==> config.mk <==
export PLATFORM = sky130hd
export DESIGN_NAME = mem_port_arbiter
export DESIGN_NICKNAME = d
export VERILOG_FILES = /design/src/rtl/arb_pkg.sv /design/src/rtl/mem_arb_grant.sv /design/src/rtl/mem_port_arbiter.sv
export SDC_FILE = /design/constraint.sdc
export NUM_CORES = 1
export LEC_CHECK = 0
export ABC_AREA = 1
export CELL_PAD_IN_SITES_DETAIL_PLACEMENT = 1
export CELL_PAD_IN_SITES_GLOBAL_PLACEMENT = 2
export CORE_UTILIZATION = 28
export CTS_BUF_LIST = sky130_fd_sc_hd__clkbuf_4
export DETAILED_ROUTE_END_ITERATION = 10
export DONT_BUFFER_PORTS = 1
export GPL_TIMING_DRIVEN = 1
export PLACE_DENSITY_LB_ADDON = 0.15
export REMOVE_ABC_BUFFERS = 1
export SLEW_MARGIN = 20
export SYNTH_ARGS = -nofsm -noshare
export SYNTH_HDL_FRONTEND = slang
export SYNTH_SLANG_ARGS = --single-unit
==> constraint.sdc <==
create_clock -name clk -period 1.9 [get_ports clk]
set_clock_uncertainty 0.2 [all_clocks]
set_input_delay 0.38 -clock clk [delete_from_list [all_inputs] [get_ports clk]]
set_output_delay 0.38 -clock clk [all_outputs]
set_load 0.02 [all_outputs]
==> src/rtl/arb_pkg.sv <==
// Shared types and limits for the fetch/data memory port arbiter.
// Holds FSM state, owner encoding and parameter range limits.
package arb_pkg;

    typedef enum logic [1:0] {
        ST_IDLE  = 2'd0,
        ST_ISSUE = 2'd1,
        ST_WAIT  = 2'd2
    } state_t;

    typedef enum logic [1:0] {
        OWN_NONE = 2'd0,
        OWN_I    = 2'd1,
        OWN_D    = 2'd2
    } owner_t;

    localparam int MEM_LAT_MIN = 1;
    localparam int MEM_LAT_MAX = 7;
    localparam int BURST_MIN   = 1;
    localparam int BURST_MAX   = 15;

    function automatic int clamp(int v, int lo, int hi);
        if (v < lo) return lo;
        if (v > hi) return hi;
        return v;
    endfunction

endpackage

==> src/rtl/mem_arb_grant.sv <==
// Grant choice between fetch and data plus the data-streak counter.
// Ports: clk, reset (sync active-low), arb (IDLE cycle), i_req/d_req
// (effective requests), grant_i/grant_d (one-hot, only when arb).
module mem_arb_grant
    import arb_pkg::*;
#(
    parameter int DATA_BURST = 4
) (
    input  logic clk,
    input  logic reset,
    input  logic arb,
    input  logic i_req,
    input  logic d_req,
    output logic grant_i,
    output logic grant_d
);

    localparam int BURST = clamp(DATA_BURST, BURST_MIN, BURST_MAX);

    logic [3:0] d_streak;
    logic       hit;

    assign hit = (d_streak == 4'(BURST));

    // Data wins ties until it has taken BURST grants in a row
    // while a fetch was waiting.
    always_comb begin
        grant_d = arb & d_req & ~(i_req & hit);
        grant_i = arb & i_req & ~grant_d;
    end

    always_ff @(posedge clk) begin
        if (!reset) begin
            d_streak <= 4'd0;
        end else if (arb && (i_req || d_req)) begin
            if (grant_i || !i_req) begin
                d_streak <= 4'd0;
            end else if (grant_d && !hit) begin
                d_streak <= d_streak + 4'd1;
            end
        end
    end

endmodule

==> src/rtl/mem_port_arbiter.sv <==
// Shares one fixed-latency single-port memory between fetch and data.
// Ports: fetch i_* (req/addr/abort/ready/rdata/stall), data d_*
// (req/we/byteen/addr/wdata/ready/rdata/stall), memory mem_*.
module mem_port_arbiter
    import arb_pkg::*;
#(
    parameter int MEM_LAT    = 2,
    parameter int DATA_BURST = 4
) (
    input  logic        clk,
    input  logic        reset,
    input  logic        i_req,
    input  logic [31:0] i_addr,
    input  logic        i_abort,
    output logic        i_ready,
    output logic [31:0] i_rdata,
    output logic        i_stall,
    input  logic        d_req,
    input  logic        d_we,
    input  logic [3:0]  d_byteen,
    input  logic [31:0] d_addr,
    input  logic [31:0] d_wdata,
    output logic        d_ready,
    output logic [31:0] d_rdata,
    output logic        d_stall,
    output logic        mem_req,
    output logic        mem_we,
    output logic [3:0]  mem_byteen,
    output logic [31:0] mem_addr,
    output logic [31:0] mem_wdata,
    input  logic [31:0] mem_rdata
);

    localparam int LAT = clamp(MEM_LAT, MEM_LAT_MIN, MEM_LAT_MAX);

    state_t      state;
    state_t      state_nx;
    owner_t      owner;
    logic [2:0]  lat_cnt;
    logic        aborted;
    logic        we_q;
    logic [3:0]  be_q;
    logic [31:0] addr_q;
    logic [31:0] wdata_q;
    logic        arb;
    logic        i_go;
    logic        grant_i;
    logic        grant_d;
    logic        done;

    // A fetch that is being aborted in the same cycle is no request.
    assign i_go = i_req & ~i_abort;
    assign arb  = (state == ST_IDLE);
    assign done = (state == ST_WAIT) && (lat_cnt == 3'd0);

    mem_arb_grant #(
        .DATA_BURST (DATA_BURST)
    ) u_grant (
        .clk     (clk),
        .reset   (reset),
        .arb     (arb),
        .i_req   (i_go),
        .d_req   (d_req),
        .grant_i (grant_i),
        .grant_d (grant_d)
    );

    always_ff @(posedge clk) begin
        if (!reset) state <= ST_IDLE;
        else        state <= state_nx;
    end

    always_comb begin
        state_nx = state;
        unique case (state)
            ST_IDLE:  if (grant_i || grant_d) state_nx = ST_ISSUE;
            ST_ISSUE: state_nx = ST_WAIT;
            ST_WAIT:  if (done) state_nx = ST_IDLE;
            default:  state_nx = ST_IDLE;
        endcase
    end

    always_ff @(posedge clk) begin
        if (!reset) begin
            owner   <= OWN_NONE;
            lat_cnt <= 3'd0;
            aborted <= 1'b0;
            we_q    <= 1'b0;
            be_q    <= 4'd0;
            addr_q  <= 32'd0;
            wdata_q <= 32'd0;
        end else begin
            unique case (state)
                ST_IDLE: begin
                    aborted <= 1'b0;
                    if (grant_d) begin
                        owner   <= OWN_D;
                        addr_q  <= d_addr;
                        we_q    <= d_we;
                        be_q    <= d_we ? d_byteen : 4'd0;
                        wdata_q <= d_we ? d_wdata : 32'd0;
                    end else if (grant_i) begin
                        owner   <= OWN_I;
                        addr_q  <= i_addr;
                        we_q    <= 1'b0;
                        be_q    <= 4'd0;
                        wdata_q <= 32'd0;
                    end
                end
                ST_ISSUE: begin
                    lat_cnt <= 3'(LAT - 1);
                    if (owner == OWN_I && i_abort) aborted <= 1'b1;
                end
                ST_WAIT: begin
                    if (owner == OWN_I && i_abort) aborted <= 1'b1;
                    if (done) begin
                        owner   <= OWN_NONE;
                        aborted <= 1'b0;
                    end else begin
                        lat_cnt <= lat_cnt - 3'd1;
                    end
                end
                default: owner <= OWN_NONE;
            endcase
        end
    end

    assign mem_req    = (state == ST_ISSUE);
    assign mem_we     = mem_req & we_q;
    assign mem_byteen = be_q;
    assign mem_addr   = addr_q;
    assign mem_wdata  = wdata_q;

    // An abort arriving on the done cycle itself also kills the pulse.
    assign i_ready = done & (owner == OWN_I) & ~aborted & ~i_abort;
    assign d_ready = done & (owner == OWN_D);
    assign i_rdata = i_ready ? mem_rdata : 32'd0;
    assign d_rdata = (d_ready && !we_q) ? mem_rdata : 32'd0;
    assign i_stall = i_req & ~i_ready;
    assign d_stall = d_req & ~d_ready;

endmodule

==> impl_metrics.csv <==
group,metric,value,unit
yosys,synth.most_common_cell,"dfxtp_1",
worst_setup_path,timing.rr.end,"mem_wdata[15]$_SDFFE_PN0P_",
place,place.detailed.hpwl,10000,um
sta,setup_ws,-0.536,ns
hold_path,hold_path_end,"mem_addr[29]$_SDFFE_PN0P_",
worst_setup_path,worstSetupPathType,"register to output pin",
sta,min_period,2.44,ns
yosys,avgSynthCellArea,7.00,um^2
yosys,muxShareOfSynthArea,0,%
sta,slew_headroom,75.9,%
floorplanning,core_area,13500,um^2
floorplanning,initial_core_util,29.2,%
sta,final_max_slew_viol_count,0,
place,placed_cell_area,4740,um^2
yosys,ys_seq_elements,81,
clocking,htree_num_levels,3,
yosys,synth.distinct_cells,22,
power,leakage,0.00275,uW
outcome,status,"complete, but fails checks",
yosys,synth-async-reset-ratio,0,%
detailed_routing,drc_errors,0,
clocking,clk_latency,0.42,ns
floorplanning,row_count,42,
yosys,synth_largest_type_area_fraction,41.3,%
yosys,synth_top_family_by_area,"simple AND/OR/NAND/NOR gates",
grt,antenna_found_initial,0,
place,place_ws,-0.268,ns
sta,worst_pin_slew,0.358,ns
worst_setup_path,required,1.32,ns
sta,final.setup.tns,-32.20,ns
grt,grt_usage,21.7,%
detailed_routing,first_pass_iters,4,
yosys,synth_edf_count,0,
grt,overflow,0,
yosys,synth.largest_area_cell,"dfxtp_1",
worst_setup_path,reg2reg_from,"u_grant.d_streak[1]$_SDFFE_PN0P_",
place,gp_congestion,0.746,
clocking,numCtsBuffers,9,
worst_setup_path,crit_arrival,1.86,ns
sta,finalSetupViolations,68,
yosys,synthAdderAreaFrac,2.87,%
yosys,synth_xor_area_share,0,%
worst_setup_path,path_max_fanout,32,
yosys,ys.flop_type,"dfxtp_1",
hold_path,holdPathStages,3,
detailed_routing,via_count,4763,
yosys,synthSimpleGateAreaFrac,26.1,%
power,powerDensity,931,nW/um^2
clocking,clk_pin_slew,0.14,ns
cells_and_area,syn2layout_area_growth,65.2,%
yosys,ys.warnings.count,0,
yosys,synthTopCellsByCount,"81 x dfxtp_1, 78 x a21oi_1, 71 x nor2_1, 65 x nand2_1, 59 x o21ai_0",
grt,grt_pass1_vias,4909,
outcome,violations,"negative setup slack",
yosys,ys_seq_area_share,41.3,%
yosys,synth_compound_area_share,19.2,%
floorplanning,pin_count,276,
detailed_routing,drt-vias-per-instance,5.18,
flow_run,drv_cap,0,
place,io_buffers,0,
sta,finalCritPeriodShare,128,%
cells_and_area,nNetsFinal,886,
worst_setup_path,worst_setup_path_end_kind,"output pin",
clocking,clockBufferDepth,2,
hold_path,hp-class,"input pin to register",
floorplanning,die-area,14500,um^2
cells_and_area,n_antenna_cell,0,
yosys,syn-instance-count,561,
yosys,netlist_area,3930,um^2
clocking,tritoncts,"yes",
detailed_routing,drt_iter0_markers,177,
worst_setup_path,reg2reg_setup_slack,0.12,ns
detailed_routing,antenna_left,0,
cells_and_area,final_area,6490,um^2
cells_and_area,post-route-util,48.2,%
detailed_routing,wirelength,16700,um
power,max-vdd-ir-drop,0.000526,V
clocking,clock-sinks,81,
cells_and_area,drive_gt1_share,23.5,%
worst_setup_path,critPathLaunchType,"register",
grt,grt_start_max_net_pins,46,
sta,fmax,411,MHz
grt,grt_first_pass_wirelength,24900,um
worst_setup_path,rr_worst_depth,8,
clocking,cts_root_buf,"clkbuf_4",
hold_path,min_from,"reset",
sta,hold_viol_final,0,
detailed_routing,avgRoutedWirePerCell,18.1,um
sta,rsz0062_at_grt,"yes",
floorplanning,die_w,120,um
yosys,synth_area_leaders,"dfxtp_1 41%, a21oi_1 9.9%, o21ai_0 7.5%",
floorplanning,die_y,120,um
-- sequential cells by signal (all words and copies together) (netlist names) --
name and count:
mem_addr 32, owner 2, aborted 1, state 2
lat_cnt 3, we_q 1, mem_wdata 32, mem_byteen 4
u_grant.d_streak 4
-- worst max-delay path: stages (launching register included) --
cell and delay (ns):
dfxtp_2 0.34, inv_2 0.06, ha_4 0.14, ha_4 0.14
nand2_4 0.07, nor3_4 0.14, nand2_2 0.09, buf_12 0.17
nor2_1 0.12, buf_4 0.16
-- logic make-up (layout without fill, tap and decap cells) --
group           count (synthesis)  count (layout)
compound gates                148             148
fa+ha+maj                       9               9
buf+inv                        99             282
flops                          81              81
simple gates                  224             224
-- cells in the final DEF, fill, tap and decap left out, drive strengths merged --
cell type	n
buf	109
clkbuf	12
nand4	37
inv	53
a21oi	78
clkinv	4
bufinv	4
nand3	43
ha	9
nor3	3
a21boi	1
nor2	72
dfxtp	81
or2	2
nand2	67
dlygate4sd3	100
o21ai	69
-- through the flow --
| stage | power (uW) | instances | hold WS, ns |
|---|---|---|---|
| floorplan | 3310 | 516 | 0.245 |
| global placement | 3970 | 784 | 0.254 |
| detailed placement | 4030 | 784 | 0.262 |
| CTS | 5830 | 908 | 0.0211 |
| global route | 6390 | 920 | 0.0317 |
| finish | 6040 | 920 | 0.0633 |
-- timing repair --
| action | in CTS | in global routing |
|---|---|---|
| hold endpoints to repair | 77 | 0 |
| resized for setup | 45 | 41 |
| buffers inserted | 6 | 10 |
| endpoints found under the setup margin | 70 | 101 |
| hold buffers | 102 | 0 |
| cloned | 0 | 3 |
| pin swaps | 4 | 10 |
-- power by group --
group | switching, uW | internal [uW] | total (uW)
clock | 646 | 801 | 1450
sequential | 478 | 1980 | 2450
combinational | 1150 | 985 | 2140
total | 2280 | 3760 | 6040
-- routing by layer --
layer | vias up | global-route usage (%) | routed length (um)
met5 | - | 0 | 0
met4 | 0 | 7.56 | 368
met3 | 29 | 6.13 | 1160
met2 | 195 | 41.5 | 8830
met1 | 2301 | 22.4 | 6290
li1 | 2238 | - | -
-- worst max path at each step --
stage	startpoint	end	slack [ns]	cells after the start
final	lat_cnt[1]$_SDFFE_PN0P_	d_rdata[2]	-0.54	9
after global routing	lat_cnt[1]$_SDFFE_PN0P_	d_rdata[2]	-0.69	9
after CTS	lat_cnt[0]$_SDFFE_PN0P_	d_rdata[13]	-0.62	9
after detailed placement	lat_cnt[0]$_SDFFE_PN0P_	i_rdata[25]	-0.27	10
after global placement	lat_cnt[0]$_SDFFE_PN0P_	d_rdata[20]	-0.17	9
after floorplan	lat_cnt[0]$_SDFFE_PN0P_	d_rdata[0]	-0.74	7
-- cell type report --
type,instances,area [um^2]
fill,1602,6960
inverter,54,213
timing repair buffer,212,2140
sequential,81,1630
tap,176,220
clock inverter,7,143
clock buffer,9,67.6
multi-input combinational,381,2080
Power figures use the tool's default switching activity.
